`config.mk`:
```
export PLATFORM = sky130hd
export DESIGN_NAME = scytale_encryption_flat
export DESIGN_NICKNAME = d
export VERILOG_FILES = /design/src/rtl/scytale_pkg.sv /design/src/rtl/scytale_encryption_if.sv /design/src/rtl/scytale_index_gen.sv /design/src/rtl/scytale_encryption.sv /design/src/flat_wrapper.sv
export SDC_FILE = /design/constraint.sdc
export NUM_CORES = 1
export LEC_CHECK = 0
export ABC_AREA = 1
export CAP_MARGIN = 20
export CORE_MARGIN = 3
export CORE_UTILIZATION = 45
export DETAILED_ROUTE_END_ITERATION = 10
export HOLD_SLACK_MARGIN = 0.1
export PLACE_DENSITY_LB_ADDON = 0.12
export SLEW_MARGIN = 30
export SYNTH_ARGS = -nofsm -noshare
export SYNTH_HDL_FRONTEND = slang
export SYNTH_SLANG_ARGS = --single-unit
```
`constraint.sdc`:
```
create_clock -name clk -period 3.1 [get_ports clk]
set_clock_uncertainty 0.15 [all_clocks]
set_input_delay 0.62 -clock clk [delete_from_list [all_inputs] [get_ports clk]]
set_output_delay 0.62 -clock clk [all_outputs]
set_load 0.01 [all_outputs]
```
`src/rtl/scytale_pkg.sv`:
```
// ============================================================================
// scytale_pkg : constants and FSM state shared by the scytale cipher blocks
// Revision    : 1.0
// ============================================================================
`default_nettype none

package scytale_pkg;

  localparam int          C_D_WIDTH       = 8;
  localparam int          C_KEY_WIDTH     = 8;
  localparam int          C_MAX_NOF_CHARS = 50;
  // Same framing token as the decryptor
  localparam logic [7:0]  C_START_TOKEN   = 8'hFA;
  localparam logic [7:0]  C_PAD_CHAR      = 8'h00;

  typedef enum logic [0:0] {
    IDLE    = 1'b0,
    ENCRYPT = 1'b1
  } state_t;

endpackage

`default_nettype wire

```
`src/rtl/scytale_encryption_if.sv`:
```
// ============================================================================
// scytale_encryption_if : character/key input and encrypted output bundle
// Revision              : 1.0
// ============================================================================
`default_nettype none

interface scytale_encryption_if #(
  parameter int D_WIDTH   = scytale_pkg::C_D_WIDTH,
  parameter int KEY_WIDTH = scytale_pkg::C_KEY_WIDTH
);

  logic [D_WIDTH-1:0]   data_i;
  logic                 valid_i;
  logic [KEY_WIDTH-1:0] key_N;
  logic [KEY_WIDTH-1:0] key_M;
  logic                 busy;
  logic [D_WIDTH-1:0]   data_o;
  logic                 valid_o;

  modport master (
    output data_i, valid_i, key_N, key_M,
    input  busy, data_o, valid_o
  );

  modport slave (
    input  data_i, valid_i, key_N, key_M,
    output busy, data_o, valid_o
  );

endinterface

`default_nettype wire

```
`src/rtl/scytale_index_gen.sv`:
```
// ============================================================================
// scytale_index_gen : walks p = r + i*M column-major using only adders
// Revision          : 1.0
// ============================================================================
`default_nettype none

module scytale_index_gen
  import scytale_pkg::*;
#(
  parameter int KEY_WIDTH = C_KEY_WIDTH
) (
  input  wire logic                   clk,
  input  wire logic                   rst,
  input  wire logic                   i_start,
  input  wire logic                   i_step,
  input  wire logic [KEY_WIDTH-1:0]   i_n,
  input  wire logic [KEY_WIDTH-1:0]   i_m,
  output logic      [2*KEY_WIDTH-1:0] o_p,
  output logic                        o_last
);

  localparam int IW = 2 * KEY_WIDTH;

  logic [IW-1:0] r_p;
  logic [IW-1:0] r_r;
  logic [IW-1:0] r_i;
  logic [IW-1:0] w_n_last;
  logic [IW-1:0] w_m_last;
  logic          w_i_wrap;

  assign w_n_last = IW'(i_n) - IW'(1);
  assign w_m_last = IW'(i_m) - IW'(1);
  assign w_i_wrap = (r_i == w_n_last);
  assign o_p      = r_p;
  assign o_last   = w_i_wrap && (r_r == w_m_last);

  always_ff @(posedge clk) begin
    if (rst || i_start) begin
      r_p <= '0;
      r_r <= '0;
      r_i <= '0;
    end else if (i_step) begin
      if (w_i_wrap) begin
        // Next row starts at p = r+1 (i = 0)
        r_i <= '0;
        r_r <= r_r + IW'(1);
        r_p <= r_r + IW'(1);
      end else begin
        r_i <= r_i + IW'(1);
        r_p <= r_p + IW'(i_m);
      end
    end
  end

endmodule

`default_nettype wire

```
`src/rtl/scytale_encryption.sv`:
```
// ============================================================================
// scytale_encryption : buffers plaintext until the token, then streams it out
//                      scytale-encrypted, one character per cycle
// Revision           : 1.0
// ============================================================================
`default_nettype none

module scytale_encryption
  import scytale_pkg::*;
#(
  parameter int                   D_WIDTH                = C_D_WIDTH,
  parameter int                   KEY_WIDTH              = C_KEY_WIDTH,
  parameter int                   MAX_NOF_CHARS          = C_MAX_NOF_CHARS,
  parameter logic [D_WIDTH-1:0]   START_ENCRYPTION_TOKEN = D_WIDTH'(C_START_TOKEN),
  parameter logic [D_WIDTH-1:0]   PAD_CHAR               = D_WIDTH'(C_PAD_CHAR)
) (
  input  wire logic               clk,
  input  wire logic               rst,
  scytale_encryption_if.slave     bus
);

  localparam int ADDR_W = $clog2(MAX_NOF_CHARS);
  localparam int CNT_W  = $clog2(MAX_NOF_CHARS + 1);
  localparam int IW     = 2 * KEY_WIDTH;

  state_t               r_state;
  logic                 r_finish;
  logic                 r_busy;
  logic                 r_valid_o;
  logic [D_WIDTH-1:0]   r_data_o;
  logic [CNT_W-1:0]     r_n;
  logic [KEY_WIDTH-1:0] r_key_n;
  logic [KEY_WIDTH-1:0] r_key_m;
  logic [D_WIDTH-1:0]   r_buf [MAX_NOF_CHARS];

  logic                 w_open;
  logic [CNT_W-1:0]     w_n_eff;
  logic                 w_token;
  logic                 w_char;
  logic                 w_degenerate;
  logic                 w_step;
  logic [IW-1:0]        w_p;
  logic                 w_last;
  logic [D_WIDTH-1:0]   w_rd_char;

  // Input is accepted in IDLE and on the completion edge, where the buffer restarts empty
  assign w_open       = (r_state == IDLE) || r_finish;
  assign w_n_eff      = r_finish ? '0 : r_n;
  assign w_token      = w_open && bus.valid_i && (bus.data_i == START_ENCRYPTION_TOKEN);
  assign w_char       = w_open && bus.valid_i && (bus.data_i != START_ENCRYPTION_TOKEN);
  assign w_degenerate = (bus.key_N == '0) || (bus.key_M == '0) || (w_n_eff == '0);
  assign w_step       = (r_state == ENCRYPT) && !r_finish;
  assign w_rd_char    = (w_p < IW'(r_n)) ? r_buf[w_p[ADDR_W-1:0]] : PAD_CHAR;

  scytale_index_gen #(
    .KEY_WIDTH (KEY_WIDTH)
  ) u_index_gen (
    .clk     (clk),
    .rst     (rst),
    .i_start (w_token),
    .i_step  (w_step),
    .i_n     (r_key_n),
    .i_m     (r_key_m),
    .o_p     (w_p),
    .o_last  (w_last)
  );

  always_ff @(posedge clk) begin
    if (rst) begin
      r_state   <= IDLE;
      r_finish  <= 1'b0;
      r_busy    <= 1'b0;
      r_valid_o <= 1'b0;
      r_data_o  <= '0;
      r_n       <= '0;
      r_key_n   <= '0;
      r_key_m   <= '0;
      for (int j = 0; j < MAX_NOF_CHARS; j++) begin
        r_buf[j] <= '0;
      end
    end else begin
      r_valid_o <= 1'b0;
      r_data_o  <= '0;

      case (r_state)
        ENCRYPT: begin
          if (r_finish) begin
            r_state  <= IDLE;
            r_finish <= 1'b0;
            r_busy   <= 1'b0;
            r_n      <= '0;
            for (int j = 0; j < MAX_NOF_CHARS; j++) begin
              r_buf[j] <= '0;
            end
          end else begin
            r_valid_o <= 1'b1;
            r_data_o  <= w_rd_char;
            r_finish  <= w_last;
          end
        end
        default: begin
          r_state <= IDLE;
        end
      endcase

      if (w_token) begin
        r_key_n  <= bus.key_N;
        r_key_m  <= bus.key_M;
        r_busy   <= 1'b1;
        r_state  <= ENCRYPT;
        r_finish <= w_degenerate;
      end else if (w_char && (w_n_eff < CNT_W'(MAX_NOF_CHARS))) begin
        r_buf[w_n_eff[ADDR_W-1:0]] <= bus.data_i;
        r_n                        <= w_n_eff + CNT_W'(1);
      end
    end
  end

  assign bus.busy    = r_busy;
  assign bus.valid_o = r_valid_o;
  assign bus.data_o  = r_data_o;

endmodule

`default_nettype wire

```
`src/flat_wrapper.sv`:
```
// flat-port wrapper written by rule: the top's interface ports become plain ports
module scytale_encryption_flat import scytale_pkg::*;
#(
  parameter int                   D_WIDTH                = C_D_WIDTH,
  parameter int                   KEY_WIDTH              = C_KEY_WIDTH,
  parameter int                   MAX_NOF_CHARS          = C_MAX_NOF_CHARS,
  parameter logic [D_WIDTH-1:0]   START_ENCRYPTION_TOKEN = D_WIDTH'(C_START_TOKEN),
  parameter logic [D_WIDTH-1:0]   PAD_CHAR               = D_WIDTH'(C_PAD_CHAR)
)
  (clk, rst, bus_data_i, bus_valid_i, bus_key_N, bus_key_M, bus_busy, bus_data_o, bus_valid_o);
  scytale_encryption_if #(.D_WIDTH(D_WIDTH), .KEY_WIDTH(KEY_WIDTH)) bus_i ();
  input  wire logic clk;
  input  wire logic rst;
  input wire logic [$bits(bus_i.data_i)-1:0] bus_data_i;
  input wire logic [$bits(bus_i.valid_i)-1:0] bus_valid_i;
  input wire logic [$bits(bus_i.key_N)-1:0] bus_key_N;
  input wire logic [$bits(bus_i.key_M)-1:0] bus_key_M;
  output wire logic [$bits(bus_i.busy)-1:0] bus_busy;
  output wire logic [$bits(bus_i.data_o)-1:0] bus_data_o;
  output wire logic [$bits(bus_i.valid_o)-1:0] bus_valid_o;
  assign bus_i.data_i = bus_data_i;
  assign bus_i.valid_i = bus_valid_i;
  assign bus_i.key_N = bus_key_N;
  assign bus_i.key_M = bus_key_M;
  assign bus_busy = bus_i.busy;
  assign bus_data_o = bus_i.data_o;
  assign bus_valid_o = bus_i.valid_o;
  scytale_encryption #(.D_WIDTH(D_WIDTH), .KEY_WIDTH(KEY_WIDTH), .MAX_NOF_CHARS(MAX_NOF_CHARS), .START_ENCRYPTION_TOKEN(START_ENCRYPTION_TOKEN), .PAD_CHAR(PAD_CHAR)) u_core (.clk(clk), .rst(rst), .bus(bus_i));
endmodule
```
==> flow_metrics.py, run 1 <==
metrics = {
    "status": {
        "outcome": "finished, final reports clean",
    },
    "yosys": {
        "synthFlopType": "edfxtp_1",
        "synth_edf_count": 512,
        "async_flop_share_pct": 0,
        "avgSynthCellArea_um2": 9.24,
        "yosys_warnings": 0,
        "netlist_area_um2": 27500,
        "ys_types": 40,
        "synthCells": 2979,
        "ys_seq_area_share_pct": 61.8,
        "ys_ff_latch": 594,
    },
    "critical_path": {
        "cp-start-kind": "input pin",
        "criticalPathCategory": "input pin to flop",
        "timing.rr.start": "u_core.r_key_n[0]",
        "crit_buf_inv": 3,
        "cp_slowest_cell": "clkdlybuf4s50_1",
        "crit_arrival_ps": 3040,
        "crit_family": "simple AND/OR/NAND/NOR gates",
        "end_kind": "flop",
        "critPathMaxFanout": 8,
        "slowest_delay_ps": 510,
        "required_ps": 3210,
        "path_cells": "clkdlybuf4s50_1 > inv_2 > nand4_1 > nor2_1 > nor3_1 > nand2_2 > nor2_4 > inv_2 > nor2_2 > nand2_1 > nand2_1",
        "critPathLaunch": "bus_data_i[2]",
    },
    "sta": {
        "fmax_mhz": 341,
        "slew_viol_final": 0,
        "hold_viol_final": 0,
        "rsz0062_at_grt": "no",
        "tightest_slew_ps": 941,
        "period_needed_ps": 2930,
        "setup_viol": 0,
        "timing.final.crit_share_pct": 94.5,
        "max_slew_margin_pct": 37.3,
        "worst_hold_slack_ps": 341,
    },
    "routing": {
        "drc": 0,
        "drt_first_pass_iters": 6,
        "ant_nets": 0,
        "wl_per_cell_um": 19.2,
        "num_vias": 21578,
        "routed_wl_mm": 76.7,
        "drt_iter0_markers": 1922,
        "vias_per_cell": 5.40,
    },
    "die": {
        "die_w_um": 253,
        "die_h_um": 253,
        "row_count": 90,
        "start_util_pct": 45.5,
        "core_area_um2": 60500,
        "boundaryPins": 37,
        "die-area_um2": 64200,
    },
    "job": {
        "cap_violations": 0,
    },
    "layout": {
        "nets": 3209,
        "drive_above_1_share_pct": 8.59,
        "antennaDiodeCount": 0,
        "area_delta_synth_final_pct": 16.6,
        "final_cells": 3994,
    },
    "hold_path": {
        "worstHoldPathType": "flop to flop",
        "hp-start": "u_core.bus.busy",
    },
    "clocking": {
        "cts_sinks": 594,
        "cts_root_buf": "clkbuf_16",
        "cts_buffers": 67,
        "htreeDepth": 3,
        "clkTransAtPathRegs_ps": 60,
        "cts_max_path_buffers": 3,
        "cts_hold_buffers": 0,
        "cts_tree": "done",
        "insertion_delay_ps": 600,
    },
    "global_routing": {
        "gr-total-overflow": 0,
        "grt_pass1_vias": 20884,
        "antenna_found_initial": 0,
        "grt_pass1_wl_mm": 118,
        "track_usage_pct": 24.0,
        "grt_max_degree": 129,
    },
    "power_and_ir_drop": {
        "p_leak_nw": 13.0,
        "peakVddDrop_mv": 0.469,
        "power.density_nw_per_um2": 545,
    },
    "placed_design": {
        "dp_hpwl_mm": 49.9,
        "gp_congestion": 0.887,
        "placed_cells": 3871,
        "port-buffer-count": 36,
    },
}
## synth_stat cells (all sizes together) (18+ instances only)
cell	number	area, µm²
ha	19	238
nor2	726	2740
inv	126	473
clkbuf	156	586
nand3	160	806
edfxtp	512	15400
nor3	18	116
nand4	23	144
a21oi	66	330
o21ai	260	1300
o22ai	105	657
nand2	629	2430
dfxtp	82	1640
xor2	29	254
## cells in the final DEF (no fill, tap or decap), types with 29 or more instances in the layout
cell type	count
nor2_1	721
nand2_1	617
edfxtp_1	512
o21ai_0	260
nand3_1	159
buf_4	116
inv_1	114
conb_1	112
o22ai_1	105
dfxtp_1	79
clkbuf_16	67
a21oi_1	66
clkdlybuf4s50_1	36
xor2_1	29
## state kept, by name, indices dropped and copies added (netlist names), 6 cells and up
name                    cells
u_core.r_buf              512
u_core.u_index_gen.o_p     16
u_core.u_index_gen.r_i     16
u_core.u_index_gen.r_r     16
u_core.bus.data_o           8
u_core.r_key_m              8
u_core.r_key_n              8
u_core.r_n                  6
## per-layer routing
metal / up-vias / wire length, µm / GRT usage (%) / part of all wire [%]
li1: 10352 / - / - / -
met1: 10331 / 33400 / 32.5 / 44
met5: - / 0 / 0 / 0
met4: 0 / 2000 / 7.78 / 2.6
met3: 140 / 5090 / 3.63 / 6.6
met2: 755 / 36200 / 39.8 / 47
## power by group
| group | switching (mW) | internal (mW) | total, mW |
|---|---|---|---|
| combinational | 0.565 | 0.217 | 0.781 |
| sequential | 0.0969 | 8.99 | 9.09 |
| clock | 3.16 | 4.46 | 7.62 |
## layout make-up
| class | count | area [µm²] |
|---|---|---|
| clock buffer | 88 | 1810 |
| tap | 782 | 978 |
| fill | 5499 | 28400 |
| timing repair buffer | 176 | 1700 |
| sequential | 594 | 17000 |
| multi-input combinational | 2191 | 9810 |
| inverter | 132 | 500 |
| clock inverter | 31 | 284 |
## timing repair
action / 4_1_cts / 5_1_grt
pin swaps: 0 / 2
endpoints found under the setup margin: 38 / 94
cloned: 0 / 0
buffers inserted: 0 / 4
gates resized for setup: 2 / 2
## cell families (layout without fill, tap and decap cells)
| logic type | after synthesis | in the layout | synth area share, % |
|---|---|---|---|
| fa+ha+maj | 20 | 20 | 0.936 |
| flops | 594 | 594 | 61.8 |
| buf+inv | 305 | 427 | 4.18 |
| other cells | 1 | 112 | 0.0136 |
| compound gates | 442 | 442 | 8.62 |
| simple gates | 1572 | 1572 | 23.0 |
| xor+xnor | 45 | 45 | 1.43 |
## final timing paths
check / end / slack, ps / depth (start not counted)
min: u_core.bus.busy / 340 / 2
min reg2reg: u_core.bus.busy / 340 / 2
max: u_core.r_buf[10][6] / 170 / 11
max reg2reg: u_core.u_index_gen.r_r[6] / 360 / 12
## worst register-to-register path, cell delays in order (launching register included)
cell	delay, ps
dfxtp_1	310
inv_1	150
ha_1	290
nand2_1	130
nand2_1	120
nand2_1	80
nand2_1	60
nand3_1	70
nor2_1	200
nand3_1	180
nor2_1	530
o211ai_1	260
o21ai_0	140
## stage by stage
step | cell area (µm²) | utilization [%] | setup slack [ps] | power (mW) | setup TNS, ps
after floorplan | 28000 | - | 350 | 9.62 | 0
after global placement | 29900 | 49.5 | -781 | 10.0 | -335910
after detailed placement | 30000 | 49.6 | -678 | 10.0 | -265190
after CTS | 32100 | 53.0 | 92.9 | 17.6 | 0
after global routing | 32100 | 53.1 | 8.36 | 18.1 | 0
final | 32100 | 53.1 | 171 | 17.5 | 0
(Power assumes the default switching activity.)
==> inputs of run 2 (changes only) <==
--- a/config.mk
+++ b/config.mk
@@ -8,7 +8,7 @@
 export ABC_AREA = 1
 export CAP_MARGIN = 20
 export CORE_MARGIN = 3
-export CORE_UTILIZATION = 45
+export CORE_UTILIZATION = 35
 export DETAILED_ROUTE_END_ITERATION = 10
 export HOLD_SLACK_MARGIN = 0.1
 export PLACE_DENSITY_LB_ADDON = 0.12
==> run 2 against run 1 <==
First-iteration DRC count shrank 11%. Hold slack lost 28 ps. Global-route usage shrank 4.0 points. Clock-buffer cell count grew 1. Power grew 2.8%. Sequential power is essentially flat. Cell count grew 7.0%. Combinational power grew 2%. Fmax grew 0.63%. Utilization shrank 11 points. Register-to-register slack lost 140 ps. Non-clock buffer count grew 12. Largest power group unchanged.
==> flow_metrics.py, run 2 (synthesis results as in run 1) <==
metrics = {
    "clocking": {
        "cts_max_path_buffers": 3,
        "cts_buffers": 71,
        "clkTransAtPathRegs_ps": 60,
        "htreeDepth": 3,
        "cts_hold_buffers": 0,
        "cts_root_buf": "clkbuf_16",
        "insertion_delay_ps": 620,
        "cts_sinks": 594,
        "cts_tree": "done",
    },
    "global_routing": {
        "antenna_found_initial": 0,
        "grt_pass1_vias": 21380,
        "gr-total-overflow": 0,
        "grt_max_degree": 125,
        "grt_pass1_wl_mm": 126,
        "track_usage_pct": 20.0,
    },
    "sta": {
        "max_slew_margin_pct": 32.3,
        "fmax_mhz": 344,
        "tightest_slew_ps": 1010,
        "period_needed_ps": 2910,
        "timing.final.crit_share_pct": 93.9,
        "hold_viol_final": 0,
        "slew_viol_final": 0,
        "setup_viol": 0,
    },
    "layout": {
        "largest_reg_flops": 512,
        "top_register": "u_core.r_buf",
        "area_delta_synth_final_pct": 18.9,
        "layout_common_cells": "721 x nor2_1, 614 x nand2_1, 512 x edfxtp_1",
        "drive_above_1_share_pct": 9.28,
        "final_util_pct": 42.1,
        "layout.cells.most_common": "nor2_1",
        "nets": 3225,
        "antennaDiodeCount": 0,
        "fill_cells": 7710,
        "final_cells": 4274,
    },
    "power_and_ir_drop": {
        "clockPowerShare_pct": 45.0,
        "p_int_mw": 13.9,
        "combPwrFrac_pct": 4.4,
        "p_sw_mw": 4.09,
        "p_leak_nw": 13.1,
        "peakVddDrop_mv": 0.391,
        "power.density_nw_per_um2": 550,
        "seq_power_share_pct": 50.5,
        "swShare_pct": 22.7,
    },
    "die": {
        "die-area_um2": 82100,
        "boundaryPins": 37,
        "die_h_um": 286,
        "row_count": 102,
        "die_w_um": 286,
        "core_area_um2": 77700,
        "start_util_pct": 35.4,
    },
    "critical_path": {
        "crit_arrival_ps": 3030,
        "end_kind": "flop",
        "required_ps": 3220,
        "critPathMaxFanout": 8,
        "slowest_delay_ps": 500,
        "cp_slowest_cell": "clkdlybuf4s50_1",
        "criticalPathCategory": "input pin to flop",
        "cp-start-kind": "input pin",
        "path_cells": "clkdlybuf4s50_1 > inv_2 > nand4_1 > nor2_2 > nor3_1 > nand2_2 > buf_4 > nor2_4 > inv_2 > buf_4 > nor2_1 > buf_12 > nand2_1 > nand2_1",
    },
    "routing": {
        "num_vias": 21490,
        "vias_per_cell": 5.03,
        "wl_per_cell_um": 19.2,
        "drt_first_pass_iters": 6,
        "drt_iter0_markers": 1713,
        "routed_wl_mm": 82.2,
        "ant_nets": 0,
        "drc": 0,
    },
    "placed_design": {
        "gp_congestion": 0.895,
        "placed_cells": 4141,
        "dp_hpwl_mm": 52.5,
        "port-buffer-count": 36,
    },
    "hold_path": {
        "worstHoldPathType": "flop to flop",
    },
    "status": {
        "outcome": "finished, final reports clean",
    },
    "job": {
        "cap_violations": 0,
    },
}
[run 2: cell types whose count changed in the layout (fill, tap and decap cells not counted), sizes merged]
cell and delta:
clkbuf +1, clkinv +8, clkinvlp -1, inv +2, buf +12
[run 2: worst paths after layout]
path,end,slack [ps],cells past startpoint,start
setup / recovery,u_core.r_buf[13][7],190,14,bus_data_i[2]
setup reg to reg,u_core.r_buf[13][7],220,13,u_core.r_finish
hold / removal,u_core.bus.busy,310,2,u_core.bus.busy
hold reg to reg,u_core.bus.busy,310,2,u_core.bus.busy
[run 2: worst max-delay path: cells and delay by family]
kind | cells | cell delay, ps
AND/OR/NAND/NOR | 8 | 1280
buffers and inverters | 6 | 1100
[run 2: area by class of cell]
class	instances	area (µm²)	area share [%]
repair buffers	188	1830	5.61
flip-flops and latches	594	17000	52.0
inverters	132	500	1.53
well taps	1040	1300	3.98
multi-input cells	2191	9820	30.0
clock buffers	89	1880	5.76
clock inverters	40	364	1.11
[run 2: stage by stage]
stage	worst slack (ps)	instance area (µm²)	power (mW)	TNS (ps)	hold slack, ps
after global placement	-935	30400	10.0	-442600	306
after detailed placement	-922	30400	10.0	-380790	303
final	189	32700	18.0	0	313
after CTS	3.16	32600	18.2	0	317
after global routing	-4.50	32700	18.6	-24.4	354
after floorplan	350	28000	9.62	0	315
[run 2: what timing repair did]
| item | in CTS | in global routing |
|---|---|---|
| gates cloned | 0 | 0 |
| endpoints found under the setup margin | 114 | 348 |
| gates resized for setup | 3 | 5 |
| pin swaps | 0 | 1 |
| setup buffers | 0 | 4 |
[run 2: power groups by stage]
stage	registers [mW]	clock network (mW)	logic [mW]
finish	9.09	8.10	0.798
detailed placement	9.26	0	0.788
floorplan	9.22	0	0.405
global route	9.12	8.64	0.875
CTS	9.09	8.29	0.792
global placement	9.25	0	0.777
[run 2: routing by layer]
metal	GRT usage, %	wire length, µm	vias to the layer above
met5	0	0	-
met4	6.24	2130	0
met3	2.99	4950	139
met2	33.0	38700	656
met1	27.2	36400	10320
li1	-	-	10375
